File: src/rtl/multicycle_alu.sv
// Registered execute-stage ALU with a start/ready/done handshake.
// Single-cycle logic/arith/branch ops plus iterative unsigned multiply and divide.
module multicycle_alu #(
    parameter int WIDTH      = 32,
    parameter bit SIGNED_CMP = 1'b0
) (
    input  logic             clk,
    input  logic             rst,
    input  logic             start,
    input  logic [3:0]       opcode,
    input  logic [WIDTH-1:0] ip_0,
    input  logic [WIDTH-1:0] ip_1,
    output logic             ready,
    output logic             done,
    output logic [WIDTH-1:0] op_0,
    output logic [WIDTH-1:0] op_1,
    output logic             change_pc,
    output logic             err
);

    localparam int CNT_W = $clog2(WIDTH + 1);

    localparam logic [3:0] OP_BEQ  = 4'b0010;
    localparam logic [3:0] OP_BLT  = 4'b0011;
    localparam logic [3:0] OP_ADD  = 4'b0100;
    localparam logic [3:0] OP_SUB  = 4'b0101;
    localparam logic [3:0] OP_AND  = 4'b0110;
    localparam logic [3:0] OP_OR   = 4'b0111;
    localparam logic [3:0] OP_MUL  = 4'b1000;
    localparam logic [3:0] OP_DIVU = 4'b1001;
    localparam logic [3:0] OP_BNE  = 4'b1010;
    localparam logic [3:0] OP_BGE  = 4'b1011;

    typedef enum logic [1:0] {IDLE, RUN, DONE} state_t;

    state_t           state;
    logic [CNT_W-1:0] cnt;
    logic [WIDTH-1:0] divisor;
    logic             is_div;

    logic [WIDTH-1:0] sc_op0;
    logic             sc_pc;
    logic             sc_err;
    logic [WIDTH:0]   mul_sum;
    logic [WIDTH:0]   div_rem_sh;
    logic [WIDTH:0]   div_diff;
    logic             div_ge;

    function automatic logic less_than(input logic [WIDTH-1:0] a, input logic [WIDTH-1:0] b);
        if (SIGNED_CMP)
            return $signed(a) < $signed(b);
        else
            return a < b;
    endfunction

    always_comb begin
        sc_op0 = '0;
        sc_pc  = 1'b0;
        sc_err = 1'b0;
        case (opcode)
            OP_BEQ:           sc_pc  = (ip_0 == ip_1);
            OP_BNE:           sc_pc  = (ip_0 != ip_1);
            OP_BLT:           sc_pc  = less_than(ip_0, ip_1);
            OP_BGE:           sc_pc  = !less_than(ip_0, ip_1);
            OP_ADD:           sc_op0 = ip_0 + ip_1;
            OP_SUB:           sc_op0 = ip_0 - ip_1;
            OP_AND:           sc_op0 = ip_0 & ip_1;
            OP_OR:            sc_op0 = ip_0 | ip_1;
            OP_MUL, OP_DIVU:  sc_op0 = '0;
            default:          sc_err = 1'b1;
        endcase
    end

    // Multiply keeps the multiplier in op_0 and the partial product in op_1;
    // divide keeps the dividend/quotient in op_0 and the remainder in op_1.
    always_comb begin
        mul_sum    = {1'b0, op_1} + (op_0[0] ? {1'b0, divisor} : '0);
        div_rem_sh = {op_1, op_0[WIDTH-1]};
        div_diff   = div_rem_sh - {1'b0, divisor};
        div_ge     = !div_diff[WIDTH];
    end

    always_ff @(posedge clk or posedge rst) begin
        if (rst) begin
            state     <= IDLE;
            ready     <= 1'b1;
            done      <= 1'b0;
            op_0      <= '0;
            op_1      <= '0;
            change_pc <= 1'b0;
            err       <= 1'b0;
            cnt       <= '0;
            divisor   <= '0;
            is_div    <= 1'b0;
        end else begin
            case (state)
                IDLE: begin
                    done <= 1'b0;
                    if (start) begin
                        ready     <= 1'b0;
                        change_pc <= 1'b0;
                        err       <= 1'b0;
                        if ((opcode == OP_MUL || opcode == OP_DIVU) && ip_1 != '0) begin
                            state   <= RUN;
                            cnt     <= CNT_W'(WIDTH);
                            divisor <= ip_1;
                            is_div  <= (opcode == OP_DIVU);
                            op_0    <= ip_0;
                            op_1    <= '0;
                        end else if (opcode == OP_DIVU) begin
                            state <= DONE;
                            done  <= 1'b1;
                            op_0  <= '1;
                            op_1  <= ip_0;
                        end else begin
                            state     <= DONE;
                            done      <= 1'b1;
                            op_0      <= sc_op0;
                            op_1      <= '0;
                            change_pc <= sc_pc;
                            err       <= sc_err;
                        end
                    end
                end
                RUN: begin
                    if (is_div) begin
                        op_1 <= div_ge ? div_diff[WIDTH-1:0] : div_rem_sh[WIDTH-1:0];
                        op_0 <= {op_0[WIDTH-2:0], div_ge};
                    end else begin
                        op_1 <= mul_sum[WIDTH:1];
                        op_0 <= {mul_sum[0], op_0[WIDTH-1:1]};
                    end
                    cnt <= cnt - CNT_W'(1);
                    // The WIDTH-th iteration lands in the same edge that raises done.
                    if (cnt == CNT_W'(1)) begin
                        state <= DONE;
                        done  <= 1'b1;
                    end
                end
                DONE: begin
                    state <= IDLE;
                    done  <= 1'b0;
                    ready <= 1'b1;
                end
                default: begin
                    state <= IDLE;
                    done  <= 1'b0;
                    ready <= 1'b1;
                end
            endcase
        end
    end

endmodule

File: config.mk
export PLATFORM = sky130hd
export DESIGN_NAME = multicycle_alu
export DESIGN_NICKNAME = d
export VERILOG_FILES = /design/src/rtl/multicycle_alu.sv
export SDC_FILE = /design/constraint.sdc
export NUM_CORES = 1
export LEC_CHECK = 0
export ABC_AREA = 1
export BUFFER_PORTS_ARGS = -buffer_cell sky130_fd_sc_hd__buf_2
export CAP_MARGIN = 20
export CORE_MARGIN = 5
export CORE_UTILIZATION = 35
export DETAILED_ROUTE_END_ITERATION = 8
export GPL_TIMING_DRIVEN = 0
export HOLD_SLACK_MARGIN = 0.1
export MAX_ROUTING_LAYER = met4
export SKIP_CTS_REPAIR_TIMING = 1
export SLEW_MARGIN = 15
export SYNTH_ARGS = -nofsm -noshare
export SYNTH_HDL_FRONTEND = slang
export SYNTH_SLANG_ARGS = --single-unit
export TNS_END_PERCENT = 50
File: constraint.sdc
create_clock -name clk -period 6.76 [get_ports clk]
set_input_delay 0.338 -clock clk [delete_from_list [all_inputs] [get_ports clk]]
set_output_delay 0.338 -clock clk [all_outputs]
set_load 0.01 [all_outputs]
==> results.sh, run 1 <==
export IMPL_run_status="finished, final reports clean"
export IMPL_timing_worst_setup_path_type="register to register"
export IMPL_synthToLayoutAreaGrowth_pct=10.3
export IMPL_tritoncts="built"
export IMPL_p_leak_nw=11.5
export IMPL_netlist_instances=3238
export IMPL_globalRoute_totalOverflow=0
export IMPL_post_drt_via_cell_ratio=5.10
export IMPL_ys_warnings_count=0
export IMPL_share_of_synthesized_area_spent_on_multiplexers_pct=0
export IMPL_detail_route_antenna_nets=0
export IMPL_rsz0062_at_grt="false"
export IMPL_grt_usage_pct=28.7
export IMPL_clockRootBuffer="clkbuf_16"
export IMPL_crit_path_cell_trace="clkbuf_1 > clkbuf_1 > nand2_1 > inv_1 > ha_1 > fa_1 > nand2_1 > o21ai_1 > nand2_1 > nand2_1 > nand2_1 > nand2_1 > nand3_1 > nand3_1 > nand3_1 > nand2_1 > nand2_1 > a21oi_2"
export IMPL_crit_required_ps=7090
export IMPL_mappedNetlistNets=3484
export IMPL_worst_ep_arrival_time_ps=4360
export IMPL_period_needed_ps=4030
export IMPL_design_core_area_sq_um=51200
export IMPL_maxClockFrequency_ghz=0.248
export IMPL_slowest_stage="clkbuf_1"
export IMPL_critical_path_n_buffers_inverters=3
export IMPL_dominantRegCellSynth="dfrtp_1"
export IMPL_final_min_period_over_clock_period_pct=59.6
export IMPL_synth_async_sr_flop_share_pct=100
export IMPL_cts_buffer_depth=2
export IMPL_reg2reg_setup_slack_ps=2730
export IMPL_ctsHtreeMaxLevel=3
export IMPL_seq_area_frac_synth_pct=15.1
export IMPL_synth_area_per_cell_sq_um=5.58
export IMPL_rr_worst_depth=18
export IMPL_fillers=5976
export IMPL_mappedNetlistArea_sq_um=18100
export IMPL_yosys_register_bits=109
export IMPL_number_of_placed_i_o_pins=139
export IMPL_multiInputGateArea_sq_um=12400
export IMPL_gpl_final_weighted_congestion=1.00
export IMPL_cell_family_contributing_the_most_delay_on_the_critical_path="simple AND/OR/NAND/NOR gates"
export IMPL_starting_drc_count_in_detailed_routing=1908
export IMPL_maximum_number_of_pins_on_one_net_before_global_route_repair=71
export IMPL_die_area_sq_um=56300
export IMPL_floorplan_rows=83
export IMPL_die_height_um=237
export IMPL_p_per_area_nw_per_um2=476
export IMPL_timing_final_max_slew_violations=0
export IMPL_clock_sinks=109
export IMPL_design_power_total_mw=9.50
export IMPL_timing_final_hold_violations=0
export IMPL_start_kind="register"
export IMPL_antenna_found_initial=0
export IMPL_layout_cells_most_common="nand2_1"
export IMPL_max_cap_violations=0
export IMPL_clk_pin_slew_worst_paths_ps=80
export IMPL_endpoint_class_of_the_critical_path="register"
export IMPL_vdd_ir_drop_worst_mv=0.188
export IMPL_crit_path_end="op_1[25]"
export IMPL_via_count=20800
export IMPL_synth_compound_area_share_pct=15.0
export IMPL_die_width_um=237
export IMPL_worstHoldPathType="input port to register"
export IMPL_skew_ps=16.4
export IMPL_instance_count_on_the_critical_path=18
export IMPL_wl_per_cell_um=19.9
export IMPL_finalSetupViolCount=0
export IMPL_yosysUniqueCellTypes=52
export IMPL_synth_edf_count=0
export IMPL_final_seq_area_sq_um=2730
export IMPL_timing_critical_path_fanout_max=10
export IMPL_r2r_start="op_0[0]"
export IMPL_largest_family_of_logic_cells_by_synthesized_area="simple AND/OR/NAND/NOR gates"
export IMPL_finalSetupTns_ps=0
export IMPL_timing_max_slew_rel_slack_pct=34.7
export IMPL_final_hpwl_dp_mm=69.7
export IMPL_post_route_drc_count=0
export IMPL_layout_cells_most_common_list="nand2_1 (1003), inv_1 (629), nor2_1 (296)"
export IMPL_port_buffer_count=138
export IMPL_cp_slowest_stage_delay_ps=630
export IMPL_drt_first_pass_iters=5
export IMPL_synthXorXnorAreaFrac_pct=0.775
export IMPL_share_of_final_layout_standard_cells_stronger_than_drive_strength_1_pct=8.90
export IMPL_yosys_area_share_adder_pct=12.3
export IMPL_worst_path_most_repeated_cell="nand2_1"
export IMPL_first_global_vias=19900
export IMPL_final_nets=3635
export IMPL_worstSkewPairLatency_ps=390
export IMPL_first_pass_grt_wire_length_mm=120
export IMPL_diode_count=0
export IMPL_finalWirelength_mm=81.2
export IMPL_reg2reg_to="op_1[25]"
export IMPL_worstSetupStartpoint="op_0[0]"
export IMPL_yosys_area_share_simple_pct=40.7
export IMPL_starting_density_of_the_core_pct=35.3
export IMPL_tightest_slew_ps=980
export IMPL_clock_buffer_count_from_cts=9
## sequential cells by signal (all words and copies together), names as in the netlist
register	cells
err	1
divisor	32
done	1
cnt	6
op_1	32
state	2
op_0	32
is_div	1
ready	1
change_pc	1
## per-stage QoR
step | cells | setup slack (ps) | hold slack, ps | cell area [sq um] | util (%)
6_report | 4074 | 2730 | 239 | 19900 | 39.0
3_5_place_dp | 4057 | 2780 | 379 | 19600 | 38.4
5_1_grt | 4074 | 2530 | 237 | 19900 | 39.0
3_3_place_gp | 4056 | 1980 | 467 | 19600 | 38.3
2_1_floorplan | 3238 | 3550 | 451 | 18100 | -
4_1_cts | 4073 | 2740 | -44.6 | 19900 | 38.9
## cells by family after synthesis
kind of cell             after synthesis
AO/OA/AOI/OAI                        468
XOR/XNOR                              16
adder cells (fa/ha/maj)              175
buffers and inverters                752
flip-flops                           109
AND/OR/NAND/NOR                     1718
## cell usage after synthesis, drive strengths merged, types with 4 or more instances
| library cell | n | area, sq um |
|---|---|---|
| a22oi | 5 | 37.5 |
| nand3b | 14 | 105 |
| xnor2 | 9 | 78.8 |
| fa | 4 | 80.1 |
| xor2 | 7 | 61.3 |
| o22ai | 26 | 163 |
| ha | 171 | 2140 |
| clkbuf | 52 | 195 |
| or2 | 5 | 31.3 |
| nand2 | 1028 | 4010 |
| a31oi | 5 | 31.3 |
| and2 | 9 | 56.3 |
| o21bai | 30 | 225 |
| buf | 50 | 289 |
| dfrtp | 108 | 2700 |
| nand4 | 55 | 344 |
| o31ai | 30 | 225 |
| nor3 | 26 | 130 |
| nand3 | 267 | 1440 |
| and3 | 4 | 25.0 |
| nor2 | 303 | 1160 |
| a21oi | 219 | 1190 |
| nor4 | 7 | 43.8 |
| o2111ai | 5 | 43.8 |
| o211ai | 6 | 45.0 |
| o21ai | 134 | 678 |
| inv | 649 | 2440 |
## how the worst min path moves through the flow
stage                    from          end  slack, ps  cells past startpoint
floorplan              cnt[5]       cnt[5]        450                      2
global placement    change_pc    change_pc        470                      2
detailed placement        rst     op_1[27]        380                      2
CTS                       rst     op_1[27]        -40                      2
global route         ip_1[26]  divisor[26]        240                      3
finish               ip_1[26]  divisor[26]        240                      3
## routing by layer
metal  GRT usage, %  up-vias  part of all wire, %
li1               -    10500                    -
met1           36.6     9541                   44
met2           47.9      664                   47
met3           1.72      130                  5.1
met4           11.3        0                  4.5
met5              -        -                    0
## report_power, final
part	internal, mW	total (mW)	switching, mW
Sequential	0.981	1.50	0.514
Combinational	2.40	7.46	5.05
Clock	0.258	0.545	0.287
## worst register-to-register path: cells and delay by family (launching register included)
kind	cells	cell delay, ps
flip-flops	1	380
adder cells (fa/ha/maj)	2	550
buffers and inverters	3	1200
AND/OR/NAND/NOR	11	1380
AO/OA/AOI/OAI	2	470
## area by class of cell
cell class	count	area share, %
inverters	650	12.3
plain buffers	102	2.43
clock inverters	6	0.282
multi-input cells	2377	62.3
flip-flops and latches	109	13.7
clock buffers	10	1.15
repair buffers	140	3.65
well taps	680	4.27
No activity file was read; power rests on OpenSTA's default activity.
==> run 2: changes to the inputs <==
ABC_AREA = 0   (was 1)
clock period = 3.5 ns   (was 6.76 ns; I/O delays follow)
==> results.sh, run 2 <==
export IMPL_run_status="complete, but fails checks"
export IMPL_failed_checks="negative setup slack"
export IMPL_yosysUniqueCellTypes=106
export IMPL_floorplan_rows=73
export IMPL_synth_area_per_cell_sq_um=7.64
export IMPL_hold_path_end="divisor[1]"
export IMPL_final_setup_worst_slack_ps=-242
export IMPL_gpl_final_weighted_congestion=1.03
export IMPL_clock_power_share_pct=9.3
export IMPL_starting_density_of_the_core_pct=35.6
export IMPL_placedInstanceArea_sq_um=15600
export IMPL_worstHoldPathCells=3
export IMPL_skew_ps=11.6
export IMPL_final_min_period_over_clock_period_pct=107
export IMPL_wl_per_cell_um=24.7
export IMPL_period_needed_ps=3740
export IMPL_rsz0062_at_grt="true"
export IMPL_origin_of_the_worst_min_delay_path="ip_1[1]"
export IMPL_vdd_ir_drop_worst_mv=0.285
export IMPL_drt_first_pass_iters=6
export IMPL_clock_buffer_count_from_cts=9
export IMPL_timing_final_hold_violations=0
export IMPL_finalSetupTns_ps=-2100
export IMPL_p_per_area_nw_per_um2=704
export IMPL_final_nets=2281
export IMPL_starting_drc_count_in_detailed_routing=2107
export IMPL_endpoint_class_of_the_critical_path="register"
export IMPL_worstHoldPathType="input port to register"
export IMPL_mappedNetlistNets=2108
export IMPL_yosys_register_bits=109
export IMPL_die_width_um=212
export IMPL_synthToLayoutAreaGrowth_pct=15.2
export IMPL_netlist_instances=1862
export IMPL_grt_usage_pct=27.6
export IMPL_p_switching_mw=5.88
export IMPL_ys_warnings_count=0
export IMPL_yosysTopAreaCellShare_pct=19.0
export IMPL_maximum_number_of_pins_on_one_net_before_global_route_repair=80
export IMPL_cellInternalPower_mw=5.65
export IMPL_detail_route_antenna_nets=0
export IMPL_largestRegisters="divisor: 32 flops, op_0: 32 flops, op_1: 32 flops"
export IMPL_via_count=15700
export IMPL_postLayoutCellArea_sq_um=16400
export IMPL_reg2reg_setup_slack_ps=-240
export IMPL_final_hpwl_dp_mm=50.7
export IMPL_power_switching_share_pct=51.0
export IMPL_globalRoute_totalOverflow=0
export IMPL_timing_max_slew_rel_slack_pct=27.2
export IMPL_tritoncts="built"
export IMPL_antenna_found_initial=2
export IMPL_netlist_top_cells_count="ha_1 (171), nand2_1 (169), a21oi_1 (165)"
export IMPL_seq_area_frac_synth_pct=19.2
export IMPL_most_frequent_cell_after_synthesis="ha_1"
export IMPL_synth_largest_area_cell="dfrtp_1"
export IMPL_number_of_placed_i_o_pins=139
export IMPL_post_drt_via_cell_ratio=6.11
export IMPL_max_cap_violations=0
export IMPL_tightest_slew_ps=1080
export IMPL_design_core_area_sq_um=40000
export IMPL_die_area_sq_um=44800
export IMPL_clockRootBuffer="clkbuf_16"
export IMPL_timing_critical_path_fanout_max=7
export IMPL_clk_pin_slew_worst_paths_ps=80
export IMPL_p_seq_share_pct=21.1
export IMPL_synth_async_sr_flop_share_pct=100
export IMPL_design_power_total_mw=11.5
export IMPL_crit_required_ps=3740
export IMPL_timing_worst_setup_path_type="register to register"
export IMPL_share_of_final_layout_standard_cells_stronger_than_drive_strength_1_pct=13.8
export IMPL_p_leak_nw=7.61
export IMPL_finalWirelength_mm=63.4
export IMPL_ctsHtreeMaxLevel=3
export IMPL_reg2reg_to="op_1[25]"
export IMPL_clock_sinks=109
export IMPL_maxClockFrequency_ghz=0.267
export IMPL_layout_cells_most_common="nand2_1"
export IMPL_mappedNetlistArea_sq_um=14200
export IMPL_combPwrFrac_pct=69.6
export IMPL_port_buffer_count=138
export IMPL_worstSkewPairLatency_ps=370
export IMPL_dominantRegCellSynth="dfrtp_1"
export IMPL_synth_top_cells_by_area="dfrtp_1 (19%), ha_1 (15%), a21oi_1 (5.8%)"
export IMPL_timing_final_max_slew_violations=0
export IMPL_worst_ep_arrival_time_ps=3980
export IMPL_layout_cells_most_common_list="nand2_1 (169), ha_1 (168), a21oi_1 (162)"
export IMPL_cts_buffer_depth=2
export IMPL_first_global_vias=14800
export IMPL_finalSetupViolCount=23
export IMPL_rr_worst_depth=14
export IMPL_r2r_start="op_0[0]"
export IMPL_first_pass_grt_wire_length_mm=92.4
export IMPL_synth_edf_count=0
export IMPL_die_height_um=212
export IMPL_start_kind="register"
export IMPL_post_route_drc_count=0
-- run 2: kinds of logic (layout without fill, tap and decap cells) --
group,Yosys count,count (layout),share of synthesized area [%]
muxes,62,62,4.71
DFF,109,109,19.2
and+or+nand+nor,524,525,17.8
buffers and inverters,251,428,6.97
other,0,2,0
AOI/OAI and AO/OA,664,664,31.0
adders and majority gates,175,175,15.6
xor gates and xnor gates,77,77,4.74
-- run 2: power groups by stage --
| stage | Clock (mW) | Combinational (mW) | Sequential [mW] |
|---|---|---|---|
| 6_report | 1.07 | 8.03 | 2.44 |
| 5_1_grt | 1.12 | 8.63 | 2.48 |
| 4_1_cts | 1.07 | 7.10 | 2.41 |
| 3_5_place_dp | 0 | 7.05 | 2.44 |
| 3_3_place_gp | 0 | 6.96 | 2.43 |
| 2_1_floorplan | 0 | 4.86 | 2.30 |
-- run 2: critical path: stages, from the launching register on --
cell and delay [ps]:
dfrtp_2 460, buf_6 160, and2_4 140, ha_4 170, fa_2 360, a21o_1 220, a31oi_4 220, o21ai_4 90
a41o_4 310, a221o_2 450, a211o_4 370, a21oi_2 130, xnor2_1 80, a222oi_1 310, o21ai_1 120
-- run 2: cell type report --
type                    count  area (sq um)
inverters                 154           583
multi-input cells        1503         10700
well taps                 525           657
clock buffers              16           292
fillers                  4192         23600
repair buffers            162           932
plain buffers              96           452
flip-flops and latches    109          2730
diodes                      2          5.00
-- run 2: how the worst max path moves through the flow --
| stage | from | to | slack (ps) |
|---|---|---|---|
| finish | op_0[0] | op_1[25] | -240 |
| floorplan | op_0[0] | op_1[25] | 3 |
| global route | op_0[0] | op_1[25] | -330 |
| global placement | rst | op_0[0] | -1610 |
| detailed placement | op_0[31] | op_1[29] | -780 |
| CTS | op_0[31] | op_1[29] | -810 |
-- run 2: metal layers --
layer  GRT usage (%)  up-vias  part of all wire (%)
met5               -        -                     0
met4            11.2        0                   4.3
met3            2.79      170                   8.1
met2            43.4      865                    45
met1            36.5     7497                    42
li1                -     7159                     -
-- run 2: stage by stage --
stage          util, %  worst slack, ps  hold slack, ps  std cells
4_1_cts           39.8             -808            -205       2542
5_1_grt           41.0             -334             103       2567
3_3_place_gp      38.9            -1610             447       2525
2_1_floorplan        -             3.01             271       1862
3_5_place_dp      39.0             -778             184       2526
6_report          41.0             -242            71.1       2567
==> run 3: changes to the inputs <==
--- a/config.mk
+++ b/config.mk
@@ -11,4 +11,5 @@
 export CORE_MARGIN = 5
 export CORE_UTILIZATION = 35
+export CTS_CLUSTER_DIAMETER = 40
 export DETAILED_ROUTE_END_ITERATION = 8
 export GPL_TIMING_DRIVEN = 0
==> constraint.sdc (replaced) <==
create_clock -name clk -period 3.5 [get_ports clk]
set_input_delay 0.35 -clock clk [delete_from_list [all_inputs] [get_ports clk]]
set_output_delay 0.35 -clock clk [all_outputs]
set_load 0.01 [all_outputs]
==> results.sh, run 3 (synthesis results as in run 2) <==
export IMPL_start_kind="register"
export IMPL_layout_cells_most_common="nand2_1"
export IMPL_detail_route_antenna_nets=0
export IMPL_maximum_number_of_pins_on_one_net_before_global_route_repair=80
export IMPL_via_count=15700
export IMPL_reg2reg_to="op_1[25]"
export IMPL_r2r_start="op_0[0]"
export IMPL_failed_checks="negative setup slack"
export IMPL_final_hpwl_dp_mm=50.7
export IMPL_timing_critical_path_fanout_max=7
export IMPL_rr_worst_depth=14
export IMPL_floorplan_rows=73
export IMPL_die_width_um=212
export IMPL_wl_per_cell_um=24.7
export IMPL_reg2reg_setup_slack_ps=-240
export IMPL_layoutNonFillerInstCount=2568
export IMPL_synthToLayoutAreaGrowth_pct=15.7
export IMPL_post_route_drc_count=0
export IMPL_design_core_area_sq_um=40000
export IMPL_tritoncts="built"
export IMPL_worstSetupStartpoint="op_0[0]"
export IMPL_design_power_total_mw=11.6
export IMPL_origin_of_the_worst_min_delay_path="ip_1[1]"
export IMPL_post_drt_via_cell_ratio=6.13
export IMPL_final_nets=2282
export IMPL_clock_buffer_count_from_cts=9
export IMPL_maxClockFrequency_ghz=0.267
export IMPL_postLayoutCellArea_sq_um=16500
export IMPL_period_needed_ps=3740
export IMPL_timing_max_slew_rel_slack_pct=28.6
export IMPL_first_pass_grt_wire_length_mm=92.4
export IMPL_final_min_period_over_clock_period_pct=107
export IMPL_max_cap_violations=0
export IMPL_starting_density_of_the_core_pct=35.6
export IMPL_placed_cells=2526
export IMPL_globalRoute_totalOverflow=0
export IMPL_worst_ep_arrival_time_ps=3980
export IMPL_finalSetupViolCount=24
export IMPL_timing_final_hold_violations=0
export IMPL_largestRegisters="divisor: 32 flops, op_0: 32 flops, op_1: 32 flops"
export IMPL_port_buffer_count=138
export IMPL_tightest_slew_ps=1060
export IMPL_share_of_final_layout_standard_cells_stronger_than_drive_strength_1_pct=14.2
export IMPL_finalWirelength_mm=63.4
export IMPL_worstHoldPathCells=3
export IMPL_clock_sinks=109
export IMPL_cts_buffer_depth=2
export IMPL_crit_required_ps=3740
export IMPL_gpl_final_weighted_congestion=1.03
export IMPL_worstSkewPairLatency_ps=370
export IMPL_run_status="complete, but fails checks"
export IMPL_ctsHtreeMaxLevel=3
export IMPL_number_of_placed_i_o_pins=139
export IMPL_antenna_found_initial=2
export IMPL_drt_first_pass_iters=6
export IMPL_clockRootBuffer="clkbuf_16"
export IMPL_p_leak_nw=7.61
export IMPL_placedInstanceArea_sq_um=15600
export IMPL_layout_cells_most_common_list="nand2_1 (169), ha_1 (167), a21oi_1 (161)"
export IMPL_worstHoldPathType="input port to register"
export IMPL_starting_drc_count_in_detailed_routing=2003
export IMPL_vdd_ir_drop_worst_mv=0.287
export IMPL_detailedPlace_worstSlack_ps=-778
export IMPL_rsz0062_at_grt="true"
export IMPL_skew_ps=11.5
export IMPL_die_height_um=212
export IMPL_clk_pin_slew_worst_paths_ps=80
export IMPL_timing_worst_setup_path_type="register to register"
export IMPL_first_global_vias=14800
export IMPL_endpoint_class_of_the_critical_path="register"
export IMPL_final_setup_worst_slack_ps=-241
export IMPL_timing_final_max_slew_violations=0
export IMPL_die_area_sq_um=44800
export IMPL_finalSetupTns_ps=-2480
export IMPL_hold_path_end="divisor[1]"
export IMPL_p_per_area_nw_per_um2=702
export IMPL_grt_usage_pct=27.6
==> run 3: worst max-delay path, stage by stage, from the launching register on <==
cell	delay (ps)
dfrtp_2	470
buf_6	160
and2_4	140
ha_4	170
fa_2	360
a21o_1	220
a31oi_4	220
o21ai_4	90
a41o_4	310
a221o_2	460
a211o_4	370
a21oi_2	130
xnor2_1	70
a222oi_1	320
o21ai_1	120
==> run 3: area by class of cell <==
| class | count | area (sq um) |
|---|---|---|
| timing repair buffer | 163 | 940 |
| clock buffer | 16 | 292 |
| multi-input combinational | 1503 | 10800 |
| sequential | 109 | 2730 |
| tap | 525 | 657 |
| fill | 4185 | 23500 |
| inverter | 154 | 583 |
| buffer | 96 | 454 |
| antenna | 2 | 5.00 |
==> run 3: how the worst max path moves through the flow <==
stage | end | slack (ps) | cells past startpoint
floorplan | op_1[25] | 3 | 14
global placement | op_0[0] | -1790 | 2
detailed placement | op_1[29] | -780 | 14
CTS | op_1[29] | -810 | 14
global route | op_1[25] | -330 | 14
finish | op_1[25] | -240 | 14
==> run 3: layer usage <==
metal  up-vias  wire length [um]  track usage (%)
met5         -                 0                -
met4         0              2540             11.2
met3       150              4960             2.79
met2       857             28900             43.4
met1      7576             27100             36.5
li1       7158                 -                -
==> run 3: stage by stage <==
step / utilization, % / hold slack (ps)
finish: 41.1 / 246
global route: 41.1 / 278
CTS: 39.8 / -29.5
detailed placement: 39.0 / 359
global placement: 38.9 / 463
floorplan: - / 446
==> run 3: power by group <==
part / switching, mW / internal (mW)
clock network: 0.507 / 0.564
logic: 4.73 / 3.32
registers: 0.667 / 1.78
total: 5.90 / 5.66
